File: src/rtl/pc_fetch_unit_if.sv
// IF-stage fetch bus: redirect, stall and instruction-memory signals, plus the IF/ID outputs.
// The master side is the fetch unit; the slave side is the pipeline/memory environment.
interface pc_fetch_unit_if;
  logic        BJ_SIG;
  logic [31:0] BJ_TARGET;
  logic        STALL;
  logic        IMEM_BUSYWAIT;
  logic [31:0] IMEM_READDATA;
  logic [31:0] IMEM_ADDR;
  logic        IMEM_READ;
  logic [31:0] IF_PC;
  logic [31:0] IF_INSTR;
  logic        IF_VALID;
  logic        FLUSH;
  logic        MISALIGN_FAULT;

  modport master (
    input  BJ_SIG, BJ_TARGET, STALL, IMEM_BUSYWAIT, IMEM_READDATA,
    output IMEM_ADDR, IMEM_READ, IF_PC, IF_INSTR, IF_VALID, FLUSH, MISALIGN_FAULT
  );

  modport slave (
    output BJ_SIG, BJ_TARGET, STALL, IMEM_BUSYWAIT, IMEM_READDATA,
    input  IMEM_ADDR, IMEM_READ, IF_PC, IF_INSTR, IF_VALID, FLUSH, MISALIGN_FAULT
  );
endinterface

File: src/rtl/pc_fetch_unit.sv
// RV32I IF-stage PC register and fetch sequencer with redirect, busywait and stall handling.
// Optional misaligned-target pulse is built only when PC_MISALIGN_CHECK_EN is defined.
module pc_fetch_unit #(
  parameter logic [31:0] RESET_VECTOR = 32'h0000_0000,
  parameter int          FLUSH_CYCLES = 2
) (
  input  logic          CLK,
  input  logic          RESET,
  pc_fetch_unit_if.master bus
);

  localparam int          CNT_W = $clog2(FLUSH_CYCLES + 1);
  localparam logic [31:0] NOP   = 32'h0000_0013;

  typedef enum logic [1:0] {
    ST_BOOT  = 2'd0,
    ST_FETCH = 2'd1,
    ST_WAIT  = 2'd2,
    ST_HOLD  = 2'd3
  } state_e;

  state_e             state_q, state_d;
  logic [31:0]        pc_q, pc_d;
  logic [31:0]        if_pc_q, if_pc_d;
  logic [31:0]        if_instr_q, if_instr_d;
  logic               if_valid_q, if_valid_d;
  logic               pend_q, pend_d;
  logic [31:0]        pend_tgt_q, pend_tgt_d;
  logic [CNT_W-1:0]   flush_cnt_q, flush_cnt_d;
  logic               flush_q, flush_d;
  logic               imem_read_q, imem_read_d;
  logic               redirect_s;
  logic [31:0]        tgt_aligned_s;

  assign tgt_aligned_s = bus.BJ_TARGET & 32'hFFFF_FFFC;

  always_comb begin
    state_d    = state_q;
    pc_d       = pc_q;
    if_pc_d    = if_pc_q;
    if_instr_d = if_instr_q;
    if_valid_d = if_valid_q;
    pend_d     = pend_q;
    pend_tgt_d = pend_tgt_q;
    redirect_s = 1'b0;

    case (state_q)
      ST_BOOT: begin
        state_d = ST_FETCH;
      end
      ST_FETCH, ST_WAIT: begin
        if (bus.BJ_SIG) begin
          // An in-flight read must finish at the old PC; the target waits in pend_tgt.
          redirect_s = 1'b1;
          if_valid_d = 1'b0;
          if (bus.IMEM_BUSYWAIT) begin
            pend_d     = 1'b1;
            pend_tgt_d = tgt_aligned_s;
            state_d    = ST_WAIT;
          end else begin
            pc_d    = tgt_aligned_s;
            pend_d  = 1'b0;
            state_d = ST_FETCH;
          end
        end else if (bus.IMEM_BUSYWAIT) begin
          if_valid_d = 1'b0;
          state_d    = ST_WAIT;
        end else if (pend_q) begin
          pc_d       = pend_tgt_q;
          pend_d     = 1'b0;
          if_valid_d = 1'b0;
          state_d    = bus.STALL ? ST_HOLD : ST_FETCH;
        end else if (bus.STALL) begin
          state_d = ST_HOLD;
        end else begin
          if_instr_d = bus.IMEM_READDATA;
          if_pc_d    = pc_q;
          if_valid_d = 1'b1;
          pc_d       = pc_q + 32'd4;
          state_d    = ST_FETCH;
        end
      end
      ST_HOLD: begin
        if (bus.BJ_SIG) begin
          redirect_s = 1'b1;
          if_valid_d = 1'b0;
          pc_d       = tgt_aligned_s;
          pend_d     = 1'b0;
          state_d    = ST_FETCH;
        end else if (bus.STALL) begin
          state_d = ST_HOLD;
        end else begin
          state_d = ST_FETCH;
        end
      end
      default: begin
        state_d = ST_BOOT;
      end
    endcase
  end

  // Flush countdown: reloaded by every redirect, frozen while the pipe is held.
  always_comb begin
    if (redirect_s) begin
      flush_cnt_d = CNT_W'(FLUSH_CYCLES);
    end else if (state_d == ST_HOLD) begin
      flush_cnt_d = flush_cnt_q;
    end else if (flush_cnt_q != {CNT_W{1'b0}}) begin
      flush_cnt_d = flush_cnt_q - {{(CNT_W-1){1'b0}}, 1'b1};
    end else begin
      flush_cnt_d = flush_cnt_q;
    end
    flush_d     = (flush_cnt_d != {CNT_W{1'b0}});
    imem_read_d = (state_d == ST_FETCH) || (state_d == ST_WAIT);
  end

  always_ff @(posedge CLK) begin
    if (!RESET) begin
      state_q     <= ST_BOOT;
      pc_q        <= RESET_VECTOR;
      if_pc_q     <= 32'h0000_0000;
      if_instr_q  <= NOP;
      if_valid_q  <= 1'b0;
      pend_q      <= 1'b0;
      pend_tgt_q  <= 32'h0000_0000;
      flush_cnt_q <= {CNT_W{1'b0}};
      flush_q     <= 1'b0;
      imem_read_q <= 1'b0;
    end else begin
      state_q     <= state_d;
      pc_q        <= pc_d;
      if_pc_q     <= if_pc_d;
      if_instr_q  <= if_instr_d;
      if_valid_q  <= if_valid_d;
      pend_q      <= pend_d;
      pend_tgt_q  <= pend_tgt_d;
      flush_cnt_q <= flush_cnt_d;
      flush_q     <= flush_d;
      imem_read_q <= imem_read_d;
    end
  end

`ifdef PC_MISALIGN_CHECK_EN
  logic misalign_q, misalign_d;

  always_comb begin
    if (redirect_s && (bus.BJ_TARGET[1:0] != 2'b00)) begin
      misalign_d = 1'b1;
    end else begin
      misalign_d = 1'b0;
    end
  end

  always_ff @(posedge CLK) begin
    if (!RESET) begin
      misalign_q <= 1'b0;
    end else begin
      misalign_q <= misalign_d;
    end
  end

  assign bus.MISALIGN_FAULT = misalign_q;
`else
  assign bus.MISALIGN_FAULT = 1'b0;
`endif

  assign bus.IMEM_ADDR = pc_q;
  assign bus.IMEM_READ = imem_read_q;
  assign bus.IF_PC     = if_pc_q;
  assign bus.IF_INSTR  = if_instr_q;
  assign bus.IF_VALID  = if_valid_q;
  assign bus.FLUSH     = flush_q;

endmodule

File: src/flat_wrapper.sv
// flat-port wrapper written by rule: the top's interface ports become plain ports
module pc_fetch_unit_flat 
#(
  parameter logic [31:0] RESET_VECTOR = 32'h0000_0000,
  parameter int          FLUSH_CYCLES = 2
)
  (CLK, RESET, bus_BJ_SIG, bus_BJ_TARGET, bus_STALL, bus_IMEM_BUSYWAIT, bus_IMEM_READDATA, bus_IMEM_ADDR, bus_IMEM_READ, bus_IF_PC, bus_IF_INSTR, bus_IF_VALID, bus_FLUSH, bus_MISALIGN_FAULT);
  pc_fetch_unit_if bus_i ();
  input  logic CLK;
  input  logic RESET;
  input wire logic [$bits(bus_i.BJ_SIG)-1:0] bus_BJ_SIG;
  input wire logic [$bits(bus_i.BJ_TARGET)-1:0] bus_BJ_TARGET;
  input wire logic [$bits(bus_i.STALL)-1:0] bus_STALL;
  input wire logic [$bits(bus_i.IMEM_BUSYWAIT)-1:0] bus_IMEM_BUSYWAIT;
  input wire logic [$bits(bus_i.IMEM_READDATA)-1:0] bus_IMEM_READDATA;
  output wire logic [$bits(bus_i.IMEM_ADDR)-1:0] bus_IMEM_ADDR;
  output wire logic [$bits(bus_i.IMEM_READ)-1:0] bus_IMEM_READ;
  output wire logic [$bits(bus_i.IF_PC)-1:0] bus_IF_PC;
  output wire logic [$bits(bus_i.IF_INSTR)-1:0] bus_IF_INSTR;
  output wire logic [$bits(bus_i.IF_VALID)-1:0] bus_IF_VALID;
  output wire logic [$bits(bus_i.FLUSH)-1:0] bus_FLUSH;
  output wire logic [$bits(bus_i.MISALIGN_FAULT)-1:0] bus_MISALIGN_FAULT;
  assign bus_i.BJ_SIG = bus_BJ_SIG;
  assign bus_i.BJ_TARGET = bus_BJ_TARGET;
  assign bus_i.STALL = bus_STALL;
  assign bus_i.IMEM_BUSYWAIT = bus_IMEM_BUSYWAIT;
  assign bus_i.IMEM_READDATA = bus_IMEM_READDATA;
  assign bus_IMEM_ADDR = bus_i.IMEM_ADDR;
  assign bus_IMEM_READ = bus_i.IMEM_READ;
  assign bus_IF_PC = bus_i.IF_PC;
  assign bus_IF_INSTR = bus_i.IF_INSTR;
  assign bus_IF_VALID = bus_i.IF_VALID;
  assign bus_FLUSH = bus_i.FLUSH;
  assign bus_MISALIGN_FAULT = bus_i.MISALIGN_FAULT;
  pc_fetch_unit #(.RESET_VECTOR(RESET_VECTOR), .FLUSH_CYCLES(FLUSH_CYCLES)) u_core (.CLK(CLK), .RESET(RESET), .bus(bus_i));
endmodule
File: config.mk
export PLATFORM = sky130hd
export DESIGN_NAME = pc_fetch_unit_flat
export DESIGN_NICKNAME = d
export VERILOG_FILES = /design/src/rtl/pc_fetch_unit_if.sv /design/src/rtl/pc_fetch_unit.sv /design/src/flat_wrapper.sv
export SDC_FILE = /design/constraint.sdc
export NUM_CORES = 1
export LEC_CHECK = 0
export CAP_MARGIN = 30
export CORE_MARGIN = 10
export CORE_UTILIZATION = 40
export DETAILED_ROUTE_END_ITERATION = 12
export GPL_TIMING_DRIVEN = 0
export PLACE_DENSITY = 0.69
export SLEW_MARGIN = 0
export SYNTH_ARGS = -nofsm -noshare
export SYNTH_HDL_FRONTEND = slang
export SYNTH_SLANG_ARGS = --single-unit
File: constraint.sdc
create_clock -name CLK -period 2.63 [get_ports CLK]
set_clock_uncertainty 0.1 [all_clocks]
set_input_delay 0.526 -clock CLK [delete_from_list [all_inputs] [get_ports CLK]]
set_output_delay 0.526 -clock CLK [all_outputs]
set_load 0.03 [all_outputs]
**Word-level counts from Yosys, hierarchy flattened**

Cells that the tools add are included.

- Logic and storage cells: 67
- Input port bits: 69
- Flip-flop bits (word level): 134
- Output and inout bits: 100

- Reduce and logical (&&, ||, !) cells: 12
- Muxes and demuxes: 28
- Add/sub/neg operators: 2
- Eq/ne operators: 11
- Bitwise gates (word level): 4

Operators by type and width:

| kind | count |
|---|---|
| 32-bit two-way mux | 6 |
| 32-bit one-hot mux with 2 select lines | 1 |
| 32-bit by 3-bit adder with 32-bit output (second input constant) | 1 |
| 2-bit two-way mux | 8 |
| 1-bit two-way mux | 10 |
| 3-bit AND reduction | 3 |
| 2-bit equality test (second input constant) | 4 |
| 2-bit one-hot mux with 3 select lines | 1 |
| 2-bit nonzero test | 3 |
| 5-bit by 4-bit inequality test with 1-bit output (second input constant) | 1 |
| 5-bit AND reduction | 1 |
| 2-bit by 1-bit equality test with 1-bit output (second input constant) | 2 |
| 2-bit inequality test (second input constant) | 2 |
| 4-bit by 3-bit inequality test with 1-bit output (second input constant) | 1 |
| 1-bit NOT | 4 |
| 1-bit one-hot mux with 2 select lines | 2 |
| 4-bit AND reduction | 1 |
| 3-bit inequality test (second input constant) | 1 |
| 3-bit OR reduction | 1 |
| 2-bit zero test | 1 |
| 2-bit OR reduction | 1 |
| 2-bit by 1-bit subtractor with 2-bit output (second input constant) | 1 |
| 1-bit logical OR | 1 |

**Longest topological paths before layout**

- Depth after elaboration: 8
- Depth in mapped cells: 10
- Gate-level depth less buffers: 9

**Worst setup path after synthesis**

No wires, ideal clock.

- Path kind: reg-to-reg
- Start: register u_core.pc_q[10] (netlist: u_core.bus.IMEM_ADDR[10])
- End: register u_core.pc_q[17] (netlist: u_core.bus.IMEM_ADDR[17])
- Arrival time: 2067 ps
- Required time: 2472 ps
- Cell stages (with the launch flop): 7
- Setup time: 58 ps
- Slack: 405 ps
- Cells stage by stage: dfxtp_1 bufbuf_8 nand3_1 or4_4 or4_1 a31oi_1 o21a_1

- Longest elaborated chain between the ends: 6

RTL lines:

| element | RTL line | source |
|---|---|---|
| start, declared | pc_fetch_unit.sv:23 | `logic [31:0] pc_q, pc_d;` |
| start signal, assigned | pc_fetch_unit.sv:131 | `pc_q <= pc_d;` |
| 32-bit by 3-bit adder with 32-bit output | pc_fetch_unit.sv:79 | `pc_d = pc_q + 32'd4;` |
| 32-bit two-way mux | pc_fetch_unit.sv:73 | `end else if (bus.STALL) begin` |
| 32-bit two-way mux | pc_fetch_unit.sv:68 | `end else if (pend_q) begin` |
| 32-bit two-way mux | pc_fetch_unit.sv:65 | `end else if (bus.IMEM_BUSYWAIT) begin` |
| 32-bit two-way mux | pc_fetch_unit.sv:52 | `if (bus.BJ_SIG) begin` |
| 32-bit one-hot mux with 2 select lines | pc_fetch_unit.sv:47 | `case (state_q)` |

Every way passes these cells. The select of a mux whose other input is x is not followed.
A chain may end at the register's enable or synchronous reset.

**Final worst setup path**

- Start: register u_core.state_q[0]
- End: register u_core.pc_q[17] (netlist: u_core.bus.IMEM_ADDR[17])

- Longest elaborated chain between the ends: 4

RTL lines:

| element | RTL line | source |
|---|---|---|
| start, declared | pc_fetch_unit.sv:22 | `state_e state_q, state_d;` |
| start signal, assigned | pc_fetch_unit.sv:130 | `state_q <= state_d;` |
| 2-bit by 1-bit equality test with 1-bit output or 2-bit equality test (tied branches) | pc_fetch_unit.sv:47 |  |
| 2-bit OR reduction | pc_fetch_unit.sv:47 |  |
| 4-bit by 3-bit inequality test with 1-bit output (no line) (tied with other cells) | -- |  |
| 4-bit AND reduction (no line) | -- |  |

Parallel ways exist; a longest one is shown, timed or not.

==> results_dict.tcl <==
set metrics [dict create \
    synth_area_per_cell_sq_um 7.644 \
    yosys-top-cells-count "230 x nand2_1, 130 x a21oi_1, 130 x dfxtp_1" \
    die_y_um 142.0 \
    hold_viol 0 \
    initial_core_util_pct 40.97 \
    fp.coreArea_sq_um 14530 \
    routabilityCongestion 0.9381 \
    grt_pass1_vias 5805 \
    drv_cap 0 \
    antenna_found_initial 0 \
    syn_area_sq_um 5954 \
    grt_use_total_pct 20.08 \
    slew_violations 0 \
    drt_iter0_drc 568 \
    rsz0062_at_grt "false" \
    status "finished, final reports clean" \
    critPathArrivalTime_ns 2.81 \
    hold-path-cell-count 2 \
    dr.pass1.iters 5 \
    finalSetupViolations 0 \
    relSlewSlack_pct 33.97 \
    worstReg2RegEnd "u_core.bus.IMEM_ADDR[17]" \
    grt_max_degree 20 \
    min_to "u_core.bus.IF_INSTR[22]" \
    ir_drop_v 0.0004704 \
    r2r_slack_ns 0.08 \
    drcViolationCount 0 \
    ctsHoldBuffers 0 \
    synth_ff_type "dfxtp_1" \
    dieArea_sq_um 20170 \
    gr-total-overflow 0 \
    vias 6189 \
    synth_most_common_cell "nand2_1" \
    antennaDiodeCount 0 \
    cts_inserted_buffers 17 \
    p_leak_nw 2.832 \
    crit_required_ns 2.89 \
    dp_hpwl_mm 15.63 \
    io_pins 169 \
    fill_cells 1407 \
    power.density_nw_per_um2 654.5 \
    tns_ns 0 \
    cts_root_buffer "clkbuf_16" \
    worst_slew_pin_slew_ns 0.9814 \
    routedWlPerCell_um 18.26 \
    htree_levels 4 \
    min_from "u_core.bus.IF_INSTR[22]" \
    via_per_inst 5.345 \
    timing.final.crit_share_pct 96.91 \
    synth.area.top_cells "dfxtp_1 44%, nand2_1 14%, a21oi_1 11%, clkbuf_1 2.7%, nand3_1 2.1%" \
    port_buffers 161 \
    synth.distinct_cells 64 \
    power_mw 5.485 \
    num_rows 44 \
    ff2ff_path_depth 7 \
    syn_to_final_growth_pct 40.74 \
    r2r-start "u_core.state_q[0]" \
    synth_enable_flop_cells 0 \
    chipWidth_um 142.0 \
    ys_ff_latch 130 \
    place_inst 1129 \
    worstHoldPathType "reg -> reg" \
    drt_wl_total_mm 21.15 \
    seq_area_sq_um 2603 \
    clock_sinks 130 \
    final_antenna_net_count 0 \
    fin_cells 1158 \
    crit_path_end_kind "flip-flop" \
    synth_top_cell_area_share_pct 43.71 \
    clk_latency_ns 0.42 \
    crit_fanout 10 \
    clk_transition_reported_paths_ns 0.05 \
    multi_input_area_sq_um 2978 \
    utilization_pct 57.66 \
    postPlaceCellArea_sq_um 7819 \
    final_nets 1035 \
    crit_path_start_kind "flip-flop" \
    synth_warnings 0 \
    crit_type "reg -> reg" \
    post-route-min-period_ns 2.549 \
    synthCells 779 \
    cts_tree "yes" \
    grt_pass1_wl_mm 32.44 \
    max_freq_ghz 0.3923 \
    final_area_sq_um 8381 \
    clock_path_buffers 2 \
    synth_area_leader_cell "dfxtp_1" \
    seq_area_frac_synth_pct 43.71 \
    drive_gt1_share_pct 6.879 \
    async_flop_share_pct 0 \
]
==> metrics by stage <==
step | hold slack (ns) | worst slack [ns]
after floorplan | 0.3311 | 0.4051
after global placement | 0.3376 | -0.6418
after detailed placement | 0.3453 | -0.5906
after CTS | 0.3523 | 0.03174
after global routing | 0.3700 | 0.001909
final | 0.3508 | 0.08117
==> state kept, by name, summed over array words and instances, names as in the netlist <==
signal	flops
u_core.bus.FLUSH	1
u_core.bus.IF_INSTR	32
u_core.bus.IF_PC	30
u_core.bus.IF_VALID	1
u_core.bus.IMEM_ADDR	30
u_core.bus.IMEM_READ	1
u_core.flush_cnt_q	2
u_core.pend_q	1
u_core.pend_tgt_q	30
u_core.state_q	2
==> per-layer routing <==
layer	share of wire [%]	global-route usage [%]	vias up	routed length [um]
li1	-	-	3047	-
met1	45	26.42	2828	9560
met2	45	30.73	275	9557
met3	7.5	4.940	39	1582
met4	2.1	8.230	0	446
met5	0	0	-	0
==> critical path, stage by stage (launching register included) <==
cell and delay [ns]:
dfxtp_1 0.31, ha_1 0.18, clkbuf_1 0.21, or3_1 0.35, clkbuf_1 0.24, or4_1 0.61
a31oi_1 0.32, o21a_1 0.17
==> final cells by class <==
type                       instances  share of cell area [%]
tap                              184                   2.747
buffer                            64                   4.315
multi-input combinational        578                   35.53
sequential                       130                   31.05
clock buffer                      25                   5.673
inverter                           9                  0.4031
timing repair buffer             162                   19.32
clock inverter                     6                  0.9555
==> logic make-up (layout without fill, tap and decap cells) <==
logic type	count (synthesis)	count (layout)	share of synthesized area, %
xor gates and xnor gates	7	7	1.030
adders and majority gates	4	4	0.8405
AOI/OAI and AO/OA	205	205	19.98
other	1	5	0.06298
muxes	8	8	1.387
buffers and inverters	75	266	6.703
DFF	130	130	43.71
and+or+nand+nor	349	349	26.29
==> power by group <==
group          internal (mW)  switching [mW]
sequential              2.07           0.122
clock                   1.43           0.832
combinational          0.421           0.609
==> layout by cell type (no fill, tap or decap), drive strengths merged, types with 5 or more instances in the layout <==
cell type / instances
and3: 5
nand2b: 6
nor4: 8
or3: 6
a21oi: 130
nand2: 231
nand3: 26
dfxtp: 130
clkbuf: 68
and2: 6
nor2: 23
o211ai: 12
nand4: 11
mux2i: 6
or4: 7
a211oi: 8
clkdlybuf4s50: 161
xnor2: 5
buf: 21
o21ai: 21
inv: 9
conb: 5
==> worst max-delay path by stage <==
stage,start,to,depth (start not counted)
2_1_floorplan,u_core.bus.IMEM_ADDR[10],u_core.bus.IMEM_ADDR[17],6
3_3_place_gp,bus_BJ_SIG,u_core.bus.IMEM_ADDR[5],7
3_5_place_dp,bus_BJ_SIG,u_core.bus.IMEM_ADDR[5],7
4_1_cts,bus_BJ_SIG,u_core.bus.IMEM_ADDR[5],7
5_1_grt,u_core.state_q[0],u_core.bus.IMEM_ADDR[22],8
6_report,u_core.state_q[0],u_core.bus.IMEM_ADDR[17],7
==> repair_timing <==
item | CTS | global route
buffers inserted | 0 | 0
endpoints found under the setup margin | 12 | 74
gates resized for setup | 2 | 5
No activity file was read; power rests on OpenSTA's default activity.
